### config.mk
export PLATFORM = sky130hd
export DESIGN_NAME = shift_sequencer
export DESIGN_NICKNAME = d
export VERILOG_FILES = /design/src/rtl/shift_sequencer.sv
export SDC_FILE = /design/constraint.sdc
export NUM_CORES = 1
export LEC_CHECK = 0
export CAP_MARGIN = 0
export CORE_MARGIN = 10
export CORE_UTILIZATION = 44
export CTS_BUF_LIST = sky130_fd_sc_hd__clkbuf_4 sky130_fd_sc_hd__clkbuf_8
export DETAILED_ROUTE_END_ITERATION = 10
export PLACE_DENSITY = 0.89
export SLEW_MARGIN = 15
export SYNTH_ARGS = -nofsm -noshare
export SYNTH_HDL_FRONTEND = slang
export SYNTH_SLANG_ARGS = --single-unit
### constraint.sdc
create_clock -name clk -period 4.5 [get_ports clk]
set_input_delay 0.675 -clock clk [delete_from_list [all_inputs] [get_ports clk]]
set_output_delay 0.675 -clock clk [all_outputs]
set_load 0.03 [all_outputs]
### src/rtl/shift_sequencer.sv
// Round-robin front end that runs a single-bit shift unit N times per request.
// Define SHIFT_SEQ_ROTATE_EN to honour mode[1] as rotate; otherwise every request is a logical shift.
module shift_sequencer #(
    parameter int WIDTH = 16,
    parameter int CNT_W = 5
) (
    input  logic             clk,
    input  logic             rst,
    input  logic             req0_valid,
    output logic             req0_ready,
    input  logic [WIDTH-1:0] req0_data,
    input  logic [CNT_W-1:0] req0_amt,
    input  logic [1:0]       req0_mode,
    input  logic             req1_valid,
    output logic             req1_ready,
    input  logic [WIDTH-1:0] req1_data,
    input  logic [CNT_W-1:0] req1_amt,
    input  logic [1:0]       req1_mode,
    output logic [WIDTH-1:0] shu_a,
    output logic [WIDTH-1:0] shu_b,
    output logic [1:0]       shu_fun,
    output logic             shu_enable,
    input  logic [WIDTH-1:0] shu_out,
    input  logic             shu_flag,
    output logic             rsp_valid,
    input  logic             rsp_ready,
    output logic [WIDTH-1:0] rsp_data,
    output logic             rsp_id,
    output logic             busy
);
    typedef enum logic [1:0] {IDLE, ISSUE, WAIT, DONE} state_t;

    localparam logic [CNT_W-1:0] CNT_ONE   = CNT_W'(1);
    localparam logic [CNT_W-1:0] WIDTH_AMT = CNT_W'(WIDTH);

    state_t           state;
    logic [WIDTH-1:0] work;
    logic [CNT_W-1:0] cnt;
    logic             dir;
    logic             cur_id;
    logic             prio;

    logic             sel;
    logic             sel_valid;
    logic [WIDTH-1:0] sel_data;
    logic [CNT_W-1:0] sel_amt;
    logic             sel_dir;
    logic             sel_clamp;
    logic [WIDTH-1:0] step;
    logic [CNT_W-1:0] cnt_dec;

`ifdef SHIFT_SEQ_ROTATE_EN
    logic rot;
    logic sel_rot;
`else
    logic unused_mode;
    assign unused_mode = req0_mode[1] ^ req1_mode[1];
`endif

    // The ready pulse registered last cycle marks which requester is being captured now.
    always_comb begin
        sel       = req1_ready;
        sel_valid = sel ? req1_valid   : req0_valid;
        sel_data  = sel ? req1_data    : req0_data;
        sel_amt   = sel ? req1_amt     : req0_amt;
        sel_dir   = sel ? req1_mode[0] : req0_mode[0];
        cnt_dec   = cnt - CNT_ONE;
        step      = shu_out;
`ifdef SHIFT_SEQ_ROTATE_EN
        sel_rot   = sel ? req1_mode[1] : req0_mode[1];
        sel_clamp = !sel_rot && (sel_amt >= WIDTH_AMT);
        if (rot)
            step = dir ? (shu_out | {{(WIDTH-1){1'b0}}, work[WIDTH-1]})
                       : (shu_out | {work[0], {(WIDTH-1){1'b0}}});
`else
        sel_clamp = sel_amt >= WIDTH_AMT;
`endif
    end

    always_ff @(posedge clk) begin
        if (rst) begin
            state      <= IDLE;
            work       <= '0;
            cnt        <= '0;
            dir        <= 1'b0;
            cur_id     <= 1'b0;
            prio       <= 1'b0;
            req0_ready <= 1'b0;
            req1_ready <= 1'b0;
            shu_enable <= 1'b0;
            shu_fun    <= 2'b00;
            rsp_valid  <= 1'b0;
            rsp_id     <= 1'b0;
`ifdef SHIFT_SEQ_ROTATE_EN
            rot        <= 1'b0;
`endif
        end else begin
            req0_ready <= 1'b0;
            req1_ready <= 1'b0;
            shu_enable <= 1'b0;
            shu_fun    <= 2'b00;
            case (state)
                IDLE: begin
                    if (req0_ready || req1_ready) begin
                        if (sel_valid) begin
                            work   <= sel_data;
                            cnt    <= sel_amt;
                            dir    <= sel_dir;
                            cur_id <= sel;
                            prio   <= ~sel;
`ifdef SHIFT_SEQ_ROTATE_EN
                            rot    <= sel_rot;
`endif
                            if (sel_amt == '0) begin
                                state     <= DONE;
                                rsp_valid <= 1'b1;
                                rsp_id    <= sel;
                            end else if (sel_clamp) begin
                                work      <= '0;
                                state     <= DONE;
                                rsp_valid <= 1'b1;
                                rsp_id    <= sel;
                            end else begin
                                state      <= ISSUE;
                                shu_enable <= 1'b1;
                                shu_fun    <= {1'b0, sel_dir};
                            end
                        end
                    end else if (req0_valid && (!req1_valid || !prio)) begin
                        req0_ready <= 1'b1;
                    end else if (req1_valid) begin
                        req1_ready <= 1'b1;
                    end
                end
                ISSUE: state <= WAIT;
                WAIT: begin
                    if (shu_flag) begin
                        work <= step;
                        cnt  <= cnt_dec;
                        if (cnt_dec == '0) begin
                            state     <= DONE;
                            rsp_valid <= 1'b1;
                            rsp_id    <= cur_id;
                        end else begin
                            state      <= ISSUE;
                            shu_enable <= 1'b1;
                            shu_fun    <= {1'b0, dir};
                        end
                    end
                end
                DONE: begin
                    if (rsp_ready) begin
                        state     <= IDLE;
                        rsp_valid <= 1'b0;
                        rsp_id    <= 1'b0;
                    end
                end
                default: state <= IDLE;
            endcase
        end
    end

    // Operand and result both live in work; gating keeps them at zero outside their windows.
    assign shu_a    = shu_enable ? work : '0;
    assign shu_b    = '0;
    assign rsp_data = rsp_valid ? work : '0;
    assign busy     = (state != IDLE);

endmodule

After elaboration in Yosys (flattened, before gate mapping)
Index checks and enable logic that the tools add are counted.
Storage, ports and cells
  bits in registers: 33
  bits in latches: 0
  memory bits (writable): 0
  bits in read-only memories: 0
  input port bits: 68
  output and inout bits: 56
  memories kept: 0
Operators by class
  add/subtract/negate cells: 1
  $mul: 0
  div/mod/pow operators: 0
  magnitude comparators: 1
  eq/ne operators: 9
  shift-type cells: 0
  multiplexer cells: 55
  bitwise logic cells: 2
  reduce and logical (&&, ||, !) cells: 17
Operators by type and width (count)
  $mux 16: 8
  $pmux 16 s2: 1
  $mux 1: 29
  $mux 5: 4
  $mux 2: 7
  $logic_not 5->1: 2
  $ne 2x2->1 const B: 5
  $pmux 5 s2: 1
  $pmux 2 s4: 1
  $reduce_and 4->1: 2
  $reduce_and 7->1: 1
  $pmux 1 s3: 2
  $ge 5x5->1 const B: 1
  $sub 5x1->5 const B: 1
  $eq 2x2->1 const B: 2
  $pmux 1 s2: 2
  $reduce_bool 2->1: 2
  $reduce_or 4->1: 1
  $ne 3x3->1 const B: 1
  $reduce_and 3->1: 1
  $reduce_bool 3->1: 1
  $reduce_or 3->1: 1
  $eq 2x1->1 const B: 1
  $logic_not 1->1: 2
  other kinds (4): 6

Longest topological paths before layout
  word-level depth: 7
  mapped depth: 7
  gate-level depth less buffers: 7

Worst setup path after synthesis
Ideal clock, no wire load.
  path type: register to output
  from: register rsp_valid
  to: output rsp_data[10]
  data arrival time: 1110 ps
  slack: 2715 ps
  stages on the path, launching flop included: 3
  path buffers: 1
  path through: dfxtp_1 -> clkbuf_1 -> and2_1
On the way
  longest elaborated chain between the ends: 1
Ends and longest elaborated chain
  start: declaration: RTL line 25  | output logic rsp_valid,
  start signal: assignment: RTL line 92  | rsp_valid <= 1'b0;
  start signal: assignment: RTL line 116  | rsp_valid <= 1'b1;
  start signal: assignment: RTL line 121  | rsp_valid <= 1'b1;
  $mux 16: RTL line 166  | assign rsp_data = rsp_valid ? work : '0;
  end: declaration: RTL line 27  | output logic [WIDTH-1:0] rsp_data,
Every way passes these cells.

Final worst setup path
  from: register state[0]
  to: output busy
On the way
  longest elaborated chain between the ends: 1
Ends and longest elaborated chain
  start: declaration: RTL line 36  | state_t state;
  start signal: assignment: RTL line 82  | state <= IDLE;
  start signal: assignment: RTL line 115  | state <= DONE;
  start signal: assignment: RTL line 120  | state <= DONE;
  $reduce_bool 2->1: RTL line 167  | assign busy = (state != IDLE);
  end: declaration: RTL line 29  | output logic busy
Every way passes these cells.

==> flow_summary.json <==
{
  "drt_iter0_drc": 93,
  "core_mm2": 0.00507,
  "yosysWarnings": 0,
  "setup-tns-final_ns": 0,
  "swShare": 0.383,
  "status": "complete, no violations",
  "vias": 2214,
  "ys_seq_area_frac": 0.279,
  "leakagePower_uw": 0.00120,
  "switchingPower_uw": 406,
  "clk_pin_slew_ns": 0.07,
  "power_density_mw_per_mm2": 315,
  "slew_viol_final": 0,
  "die_y_um": 92.3,
  "path_cells": "or2_0, clkdlybuf4s50_1",
  "finClkSkew_ns": 0.00743,
  "wirelength_um": 6960,
  "finish.instance_area_mm2": 0.00337,
  "yosys.area.top_type": "dfxtp_1",
  "power.share.clock": 0.198,
  "finalCriticalPeriod_ns": 2.67,
  "synth_cell_type_count": 41,
  "htree_num_levels": 2,
  "cp.arrival_ns": 1.99,
  "num-fill-cells": 431,
  "clkLatencyLatePin_ns": 0.28,
  "die_area_mm2": 0.00851,
  "grtUsageTotal": 0.159,
  "synth_ff_type": "dfxtp_1",
  "initial_core_util": 0.453,
  "cts.repair.resized": 0,
  "syn_area_mm2": 0.00230,
  "ys_ff_latch": 32,
  "root_buffer": "clkbuf_8",
  "hpwl_um": 5590,
  "wl_per_cell_um": 15.7,
  "syn2layout_area_growth_pct": 46.6,
  "multiInputGateArea_mm2": 0.00147,
  "place_area_mm2": 0.00329,
  "register_area_um2": 641,
  "tightest_slew_ns": 0.810,
  "ff2ff_setup_slack_ns": 1.84,
  "numCtsBuffers": 5,
  "slowest_delay_ns": 0.76,
  "ios": 124,
  "combPwrFrac": 0.435,
  "seqPwrFrac": 0.368,
  "synth_edf_count": 0,
  "yosysTopAreaCellShare": 0.279,
  "power.internal_uw": 655,
  "fmax_ghz": 0.375,
  "grt_setup_unrepaired": "no",
  "finalSetupViolCount": 0,
  "io_buffer_count": 104,
  "die_w_um": 92.3,
  "crit_start": "state[0]",
  "cts_tree": "built",
  "ant_nets": 0,
  "layout_commonest_cell": "clkdlybuf4s50_1",
  "synth_area_leaders": "dfxtp_1 (28%), and2_1 (9.0%), a211oi_2 (8.7%), mux2i_1 (8.3%), buf_4 (7.2%)",
  "cp_slowest_cell": "clkdlybuf4s50_1",
  "grt_start_max_net_pins": 38,
  "layout.nets": 443,
  "crit_path_start_kind": "flip-flop",
  "cp.required_ns": 3.83,
  "grt_antenna_before_repair": 0,
  "finalHoldViolations": 0,
  "crit_end": "busy",
  "drtPass1Iterations": 6,
  "num_rows": 26,
  "grt_pass1_wl_um": 11300,
  "ir_drop_v": 0.000186,
  "crit_buf_inv": 1,
  "antenna_cells": 0,
  "vias_per_cell": 5.00,
  "fin_crit_sh": 0.592,
  "pre_cts_slack_ns": 1.66,
  "avgSynthCellArea_um2": 8.24,
  "path_depth": 2,
  "clock_sinks": 32,
  "cap_violations": 0,
  "async_flop_share": 0,
  "crit-reg2reg-capture": "cnt[2]",
  "gr-total-overflow": 0,
  "ff2ff_path_depth": 6,
  "path_max_fanout": 11,
  "hold_path_class": "reg2reg",
  "gp_congestion": 0.795,
  "clock_path_buffers": 2,
  "cts_hold_buf": 0,
  "worstReg2RegStart": "req1_ready",
  "post-cts-setup-buffers": 0,
  "critical_path_class": "reg2out",
  "drc": 0,
  "final_cell_mix": "clkdlybuf4s50_1 (104), and2_1 (33), dfxtp_1 (32)",
  "min_from": "rsp_id",
  "setup_ws_ns": 1.83,
  "end_kind": "primary output",
  "drive_gt1_frac": 0.105,
  "path_delay_family": "buffers and inverters",
  "grt_pass1_vias": 2260,
  "fin_util": 0.664,
  "relSlewSlack": 0.459,
  "synthCells": 279
}
==> metrics by stage <==
stage	hold slack (ns)	total power (uW)	std cells
CTS	0.481	1070	443
global route	0.512	1140	443
detailed placement	0.472	858	436
global placement	0.466	841	436
finish	0.477	1060	443
floorplan	0.457	734	295
==> synthesized netlist by cell type (4+ instances only) <==
library cell  count
clkbuf_1          7
nand2_1          11
buf_4            22
a21oi_1          25
nor2b_1           6
nand2b_1          4
nor2_1           30
dfxtp_1          32
buf_2             8
nor3_1           21
a211oi_2         16
a22oi_1           4
mux2i_1          19
a211oi_1          5
inv_1             4
and2_1           33
==> routing by layer <==
| layer | wire length, um | part of all wire | GRT usage | vias up |
|---|---|---|---|---|
| li1 | - | - | - | 1124 |
| met1 | 2950 | 0.42 | 0.177 | 1008 |
| met5 | 0 | 0 | 0 | - |
| met3 | 400 | 0.058 | 0.0497 | 6 |
| met2 | 3570 | 0.51 | 0.296 | 76 |
| met4 | 33 | 0.0047 | 0.0206 | 0 |
==> layout make-up <==
| class | count | area share |
|---|---|---|
| Multi-Input combinational cell | 222 | 0.437 |
| Inverter | 4 | 0.00446 |
| Clock inverter | 1 | 0.00149 |
| Tap cell | 70 | 0.0260 |
| Timing Repair Buffer | 108 | 0.318 |
| Clock buffer | 6 | 0.0227 |
| Sequential cell | 32 | 0.190 |
==> power groups by stage <==
stage	logic, uW	clock network, uW	registers, uW
after floorplan	357	0	377
after global placement	449	0	393
after detailed placement	462	0	396
after CTS	464	216	390
after global routing	507	231	400
final	461	210	390
==> sequential cells by signal, indices dropped and copies added (netlist names) <==
name and count:
cnt 5, work 16, req1_ready 1, rsp_id 1, rsp_valid 1, state 2, shu_fun 1, prio 1
shu_enable 1, cur_id 1, req0_ready 1, dir 1
==> how the worst min path moves through the flow <==
| stage | end | slack (ns) | cells after the start |
|---|---|---|---|
| after floorplan | shu_fun[0] | 0.46 | 2 |
| after global placement | rsp_id | 0.47 | 2 |
| after detailed placement | rsp_id | 0.47 | 2 |
| after CTS | rsp_id | 0.48 | 2 |
| after global routing | shu_fun[0] | 0.51 | 2 |
| final | rsp_id | 0.48 | 2 |
==> logic make-up after synthesis <==
family          after synthesis  synth area share
fa+ha+maj                     2            0.0109
flops                        32             0.279
buf+inv                      41             0.107
compound gates               63             0.229
simple gates                117             0.272
other cells                   1           0.00163
mux                          21            0.0925
xor+xnor                      2           0.00762
==> worst register-to-register path, stage by stage, from the launching register on <==
cell and delay [ns]:
dfxtp_1 0.85, nand2_1 0.33, a311oi_4 0.49, buf_4 0.46, o21ai_0 0.16, a22oi_1 0.17
nor2_1 0.07
Power figures use the tool's default switching activity.
